File: src/rtl/assoc_pkg.sv
// Shared defaults and types for the fully-associative key/value store.
package assoc_pkg;

  localparam int DEPTH_DEF = 8;
  localparam int AW_DEF    = 64;
  localparam int DW_DEF    = 64;

  // Data returned by a read that finds no matching key.
  localparam logic [DW_DEF-1:0] MISS_DATA = '0;

  typedef struct packed {
    logic              valid;
    logic [AW_DEF-1:0] key;
    logic [DW_DEF-1:0] data;
  } entry_t;

endpackage

File: src/rtl/assoc_match.sv
// Parallel key compare against all valid entries, encoded to a hit flag and entry index.
module assoc_match #(
  parameter int DEPTH = 8,
  parameter int AW    = 64,
  parameter int IW    = $clog2(DEPTH)
) (
  input  logic [DEPTH-1:0][AW-1:0] keys_i,
  input  logic [DEPTH-1:0]         valids_i,
  input  logic [AW-1:0]            addr_i,
  output logic                     hit_o,
  output logic [IW-1:0]            idx_o
);

  logic [DEPTH-1:0] onehot;

  for (genvar gi = 0; gi < DEPTH; gi++) begin : g_cmp
    assign onehot[gi] = valids_i[gi] && (keys_i[gi] == addr_i);
  end

  assign hit_o = |onehot;

  // Keys are unique, so at most one bit is set and OR-ing indices is a valid encode.
  always_comb begin
    idx_o = '0;
    for (int i = 0; i < DEPTH; i++) begin
      if (onehot[i]) idx_o = idx_o | IW'(i);
    end
  end

endmodule

File: src/rtl/assoc_mem.sv
// Fully-associative key/value store with lowest-free allocation and FIFO replacement when full.
module assoc_mem
  import assoc_pkg::*;
#(
  parameter int DEPTH = DEPTH_DEF,
  parameter int AW    = AW_DEF,
  parameter int DW    = DW_DEF
) (
  input  logic                   clk,
  input  logic                   rst_n,
  input  logic                   wen,
  input  logic                   ren,
  input  logic [AW-1:0]          addr,
  input  logic [DW-1:0]          wdin,
  output logic [DW-1:0]          rdout,
  output logic                   rvalid,
  output logic                   rhit,
  output logic                   evict,
  output logic [$clog2(DEPTH):0] count
);

  localparam int IW = $clog2(DEPTH);
  localparam int CW = IW + 1;

  logic [DEPTH-1:0]         valid_q, valid_d;
  logic [DEPTH-1:0][AW-1:0] key_q;
  logic [DEPTH-1:0][DW-1:0] data_q;
  logic [IW-1:0]            rptr_q, rptr_d;
  logic [CW-1:0]            count_q, count_d;
  logic [DW-1:0]            rdout_q, rdout_d;
  logic                     rvalid_q, rhit_q, rhit_d, evict_q, evict_d;

  logic          w_hit, r_hit, full, wr_en;
  logic [IW-1:0] w_idx, r_idx, free_idx, wr_idx;

  assoc_match #(.DEPTH(DEPTH), .AW(AW), .IW(IW)) u_wr_match (
    .keys_i   (key_q),
    .valids_i (valid_q),
    .addr_i   (addr),
    .hit_o    (w_hit),
    .idx_o    (w_idx)
  );

  assoc_match #(.DEPTH(DEPTH), .AW(AW), .IW(IW)) u_rd_match (
    .keys_i   (key_q),
    .valids_i (valid_q),
    .addr_i   (addr),
    .hit_o    (r_hit),
    .idx_o    (r_idx)
  );

  assign full = (count_q == CW'(DEPTH));

  always_comb begin
    free_idx = '0;
    for (int i = DEPTH - 1; i >= 0; i--) begin
      if (!valid_q[i]) free_idx = IW'(i);
    end
  end

  always_comb begin
    wr_en   = 1'b0;
    wr_idx  = w_idx;
    valid_d = valid_q;
    count_d = count_q;
    rptr_d  = rptr_q;
    evict_d = 1'b0;
    if (wen) begin
      wr_en = 1'b1;
      if (!w_hit && !full) begin
        wr_idx           = free_idx;
        valid_d[free_idx] = 1'b1;
        count_d          = count_q + CW'(1);
      end else if (!w_hit) begin
        // Entry at rptr is the oldest because allocation fills 0..DEPTH-1 in order.
        wr_idx  = rptr_q;
        rptr_d  = rptr_q + IW'(1);
        evict_d = 1'b1;
      end
    end
  end

  // Read observes pre-write state, so a same-cycle allocating write reads as a miss.
  always_comb begin
    rhit_d  = rhit_q;
    rdout_d = rdout_q;
    if (ren) begin
      rhit_d  = r_hit;
      rdout_d = r_hit ? data_q[r_idx] : DW'(MISS_DATA);
    end
  end

  always_ff @(posedge clk or negedge rst_n) begin
    if (!rst_n) begin
      valid_q  <= '0;
      rptr_q   <= '0;
      count_q  <= '0;
      rdout_q  <= '0;
      rvalid_q <= 1'b0;
      rhit_q   <= 1'b0;
      evict_q  <= 1'b0;
    end else begin
      valid_q  <= valid_d;
      rptr_q   <= rptr_d;
      count_q  <= count_d;
      rdout_q  <= rdout_d;
      rvalid_q <= ren;
      rhit_q   <= rhit_d;
      evict_q  <= evict_d;
    end
  end

  always_ff @(posedge clk) begin
    if (wr_en) begin
      key_q[wr_idx]  <= addr;
      data_q[wr_idx] <= wdin;
    end
  end

  assign rdout  = rdout_q;
  assign rvalid = rvalid_q;
  assign rhit   = rhit_q;
  assign evict  = evict_q;
  assign count  = count_q;

endmodule
File: config.mk
export PLATFORM = sky130hd
export DESIGN_NAME = assoc_mem
export DESIGN_NICKNAME = d
export VERILOG_FILES = /design/src/rtl/assoc_pkg.sv /design/src/rtl/assoc_match.sv /design/src/rtl/assoc_mem.sv
export SDC_FILE = /design/constraint.sdc
export NUM_CORES = 2
export LEC_CHECK = 0
export BUFFER_PORTS_ARGS = -buffer_cell sky130_fd_sc_hd__buf_4
export CAP_MARGIN = 10
export CORE_MARGIN = 2
export CORE_UTILIZATION = 49
export CTS_CLUSTER_DIAMETER = 200
export CTS_CLUSTER_SIZE = 16
export DETAILED_ROUTE_END_ITERATION = 8
export HOLD_SLACK_MARGIN = 0.12
export PLACE_DENSITY_LB_ADDON = 0.2
export SYNTH_ARGS = -nofsm -noshare
export SYNTH_HDL_FRONTEND = slang
export SYNTH_HIERARCHICAL = 1
export SYNTH_SLANG_ARGS = --single-unit
File: constraint.sdc
create_clock -name clk -period 23.9 [get_ports clk]
set_clock_uncertainty 0.2 [all_clocks]
set_input_delay 1.195 -clock clk [delete_from_list [all_inputs] [get_ports clk]]
set_output_delay 1.195 -clock clk [all_outputs]
set_load 0.02 [all_outputs]
# == Word-level counts from Yosys, hierarchy flattened ==
# Index checks and enable logic that the tools add are counted.
# op_classes
add_sub_neg,2
mul,0
div,0
n_lt_le_gt_ge,5
eq_ne,9
shifts,0
mux,31
bitwise,3
n_reduce_logical,16
# op_table
op,count
bitwise mux 512 bit,2
equality test 64 bit,8
binary-select mux 64 bit (select 3 bit),1
demux 64 bit (select 3 bit),1
two-way mux 64 bit,3
two-way mux 3 bit,15
less-than comparator 3 x 4 -> 1 bit (second input constant),3
logical AND 1 bit,11
OR 8 bit,1
OR reduction 8 bit,1
>= comparator 3 x 1 -> 1 bit (second input constant),2
two-way mux 1 bit,6
adder 4 x 1 -> 4 bit (second input constant),1
equality test 4 bit (second input constant),1
two-way mux 2 bit,2
adder 3 x 1 -> 3 bit (second input constant),1
demux 1 bit (select 3 bit),1
AND reduction 3 bit,1
zero test 1 bit,2
inverter 1 bit,2
AND reduction 2 bit,1
# totals
ff_bits,1106
latchBits,0
mem_bits_rw,0
romBits,0
inputBits,132
memories,0

# == Longest topological paths before layout ==
# logic_depth
depth_word,17
mapped_depth,16

# == Hierarchy ==
# Netlist, hierarchy kept.
# modules_own_cells
module,instances,cells_per_inst,area_per_inst_um2,seq_area_each_um2
assoc_mem,1,1763,38202.9,32801.5
assoc_match,2,829,6274.8,0.0

# == Worst setup path after synthesis ==
# No wires, ideal clock.
# synth_timing
path_kind,input to register
startpoint,input addr[7]
endpoint,register data_q[256] in the netlist's numbering (enable)
setup_time_ns,0.772
t_arrival_ns,12.155
path_slack_ns,10.773
stages,12
n_path_buf,1
path_cell_list,buf_2 -> o221ai_1 -> nor4_1 -> nand4_1 -> nor4_4 -> nor4_1 -> or4b_1 -> nor2b_1 -> nand2_1 -> a211oi_2 -> a311oi_1 -> nor3_1
# synth_lines
item,line_no,rtl
start: declaration,assoc_mem.sv:13,"input logic [AW-1:0] addr,"
end signal: indexed assignment,assoc_mem.sv:116,data_q[wr_idx] <= wdin;
end: declaration,assoc_mem.sv:27,logic [DEPTH-1:0][DW-1:0] data_q;

==> results.json <==
{
  "outcome": "finished clean",
  "reg2reg_slack_ns": 16.73,
  "ant_nets": 0,
  "ys_top_cells_by_area": "edfxtp_1, xor2_1, xnor2_1",
  "portBuffers": 202,
  "synth_top_area_share_pct": 60.6,
  "antenna_found_initial": 3,
  "cp.arrival_ns": 7.81,
  "fmax_mhz": 129,
  "drt_iter0_markers": 2974,
  "area_growth_pct": 9.16,
  "synth.most_common_cell": "edfxtp_1",
  "grt_max_degree": 105,
  "hp-class": "primary input to async pin",
  "gp_congestion": 0.997,
  "final_nets": 3693,
  "synth-seq-cells": 1106,
  "setup_viol": 0,
  "clock_path_buffers": 3,
  "final_util_pct": 53.8,
  "fillers": 8514,
  "grt_pass1_vias": 28692,
  "reg2reg_from": "key_q[484]",
  "firstDrtPassIters": 6,
  "rsz0062_at_grt": "no",
  "worst_setup_path_start_kind": "primary input",
  "dieHeight_um": 326,
  "crit_chain": "buf_4 -> buf_4 -> xnor2_1 -> nand4_1 -> nor4_2 -> nand4_1 -> nor4_2 -> nor4_1 -> or4b_1 -> nor2b_1 -> nand2_1 -> o31ai_1 -> nand2_1 -> nor2_4 -> buf_4 -> buf_4",
  "dieArea_um2": 106000,
  "cts-root-buf": "clkbuf_16",
  "r2r_cells": 13,
  "pwr-share-comb_pct": 11.6,
  "synth.cell_area_um2": 50800,
  "drv_cap": 0,
  "drive_above_1_share_pct": 12.4,
  "power.switching_uw": 1050,
  "avgRoutedWirePerCell_um": 27.6,
  "intPower_uw": 3070,
  "cpMostUsedCell": "buf_4",
  "syn_area_per_cell_um2": 14.8,
  "cts_buffers": 79,
  "die_w_um": 326,
  "clkTransAtPathRegs_ns": 0.07,
  "irDropWorstVdd_mv": 0.0644,
  "yosysSeqAreaShare_pct": 64.6,
  "grt_pass1_wl_um": 199000,
  "cts_max_level": 3,
  "row_count": 118,
  "ios": 203,
  "timing.rr.end": "data_q[417]",
  "ys_top_cells_by_count": "edfxtp_1, xor2_1, xnor2_1, inv_1, nand4_1",
  "hold_viol_final": 0,
  "cts_tree": "done",
  "cts_setup_buffers": 0,
  "path_class": "primary input to flip-flop",
  "grt_util_all_layers_pct": 25.7,
  "holdBufCountCts": 0,
  "fin_crit_sh_pct": 32.3,
  "layout_min_cycle_time_ns": 7.73,
  "core_um2": 103000,
  "power.density_nw_per_um2": 74.3,
  "synth_edf_count": 1024,
  "finalSetupTns_ns": 0,
  "drv_slew": 0,
  "slowest_stage": "nor2_4",
  "crit_family": "simple AND/OR/NAND/NOR gates",
  "tightest_slew_ns": 1.34,
  "cp_max_fo": 61,
  "dpl.hpwl_um": 87000,
  "cp-end-kind": "flip-flop",
  "synth_nets": 3556,
  "clock-sinks": 1106,
  "vias": 29617,
  "post_cts_resized": 0,
  "critical_path_buf_inv_count": 4,
  "swShare_pct": 25.5,
  "synth_cells": 3421,
  "wirelength_um": 138000,
  "seq_area_um2": 32800,
  "ys.flop_type": "edfxtp_1",
  "start_util_pct": 49.2,
  "avgViaCountPerCell": 5.93,
  "relSlewSlack_pct": 9.88,
  "dpl_cell_area_um2": 53100,
  "synth_top_area_cell": "edfxtp_1",
  "worstSkewPairLatency_ns": 0.68,
  "p_seq_share_pct": 56.7,
  "synthArstFlopShare_pct": 7.41,
  "critPathMaxStageDelay_ns": 0.89,
  "overflow": 0,
  "remaining_drc_errors": 0,
  "p_clk_share_pct": 31.7,
  "required_ns": 23.98,
  "final_area_um2": 55400,
  "p_leak_uw": 0.0179,
  "multi_input_area_um2": 16000,
  "synth.distinct_cells": 61,
  "ys_warn_count": 6
}
[kinds of logic (layout without fill, tap and decap cells)]
| logic type | count (synthesis) | in the layout | share of synthesized area, % |
|---|---|---|---|
| compound gates | 334 | 334 | 4.73 |
| xor+xnor | 833 | 833 | 14.4 |
| fa+ha+maj | 3 | 3 | 0.0740 |
| buf+inv | 387 | 576 | 4.09 |
| flops | 1106 | 1106 | 64.6 |
| mux | 193 | 193 | 5.41 |
| other cells | 0 | 3 | 0 |
| simple gates | 565 | 565 | 6.69 |
[area by class of cell]
cell class | count | share of cell area (%)
Multi-Input combinational cell | 1928 | 28.8
Sequential cell | 1106 | 59.2
Inverter | 198 | 1.36
Timing Repair Buffer | 245 | 3.34
Clock buffer | 127 | 3.97
Clock inverter | 6 | 0.183
Antenna cell | 3 | 0.0136
Tap cell | 1380 | 3.12
[cell usage in the layout (no fill, tap or decap), types with 4 or more instances in the layout]
master / instances
nor4_2: 10
nor2_4: 5
a21oi_1: 4
xnor2_1: 404
xor2_1: 429
inv_1: 177
a221oi_1: 32
nor4b_1: 4
a222oi_1: 12
nand3_1: 85
o21ai_0: 27
a41o_1: 4
o21ai_1: 49
buf_4: 244
nor4_1: 130
o2bb2ai_1: 14
nor3_2: 4
edfxtp_1: 1024
nand4_1: 138
inv_2: 18
nand2b_1: 104
clkinv_8: 4
o22ai_1: 61
mux2i_1: 127
clkbuf_1: 46
a22oi_1: 84
mux4_2: 65
nor3_1: 28
dfrtp_1: 82
o2111ai_1: 14
nor2_1: 19
nand2_1: 19
a22o_1: 8
clkbuf_16: 81
o221ai_1: 6
[power by group through the flow]
| stage | clock network (uW) | registers, uW | logic (uW) |
|---|---|---|---|
| floorplan | 0 | 2410 | 294 |
| global placement | 0 | 2370 | 474 |
| detailed placement | 0 | 2380 | 476 |
| CTS | 1330 | 2330 | 477 |
| global route | 1410 | 2350 | 514 |
| finish | 1300 | 2330 | 476 |
[worst max-delay path by stage]
stage / to / start / cells after the start / slack (ns)
finish: data_q[417] / addr[46] / 16 / 16.17
global route: data_q[420] / addr[46] / 16 / 16.03
CTS: data_q[414] / addr[46] / 16 / 16.27
detailed placement: data_q[416] / addr[46] / 16 / 15.59
global placement: data_q[416] / addr[46] / 16 / 15.62
floorplan: data_q[256] / addr[7] / 12 / 10.77
[registers in the layout, summed over array words and instances (netlist names)]
name	flops
rptr_q	3
rdout	64
rhit	1
data_q	512
key_q	512
rvalid	1
valid_q	8
evict	1
count	4
[routing by layer]
| layer | part of all wire [%] | global-route usage (%) | up-vias | wire [um] |
|---|---|---|---|---|
| met1 | 44 | 37.7 | 15211 | 60900 |
| li1 | - | - | 13010 | - |
| met4 | 3.1 | 8.46 | 0 | 4280 |
| met3 | 7.3 | 3.93 | 220 | 10000 |
| met2 | 46 | 39.6 | 1176 | 62800 |
| met5 | 0 | 0 | - | 0 |
[metrics by stage]
step	hold slack (ns)	total power (uW)	std cells	setup WS, ns
4_1_cts	0.287	4140	4990	16.27
6_report	0.294	4110	4993	16.17
3_3_place_gp	0.278	2850	4857	15.62
3_5_place_dp	0.290	2850	4857	15.59
5_1_grt	0.316	4270	4993	16.03
2_1_floorplan	0.245	2700	3421	10.77
No activity file was read; power rests on OpenSTA's default activity.
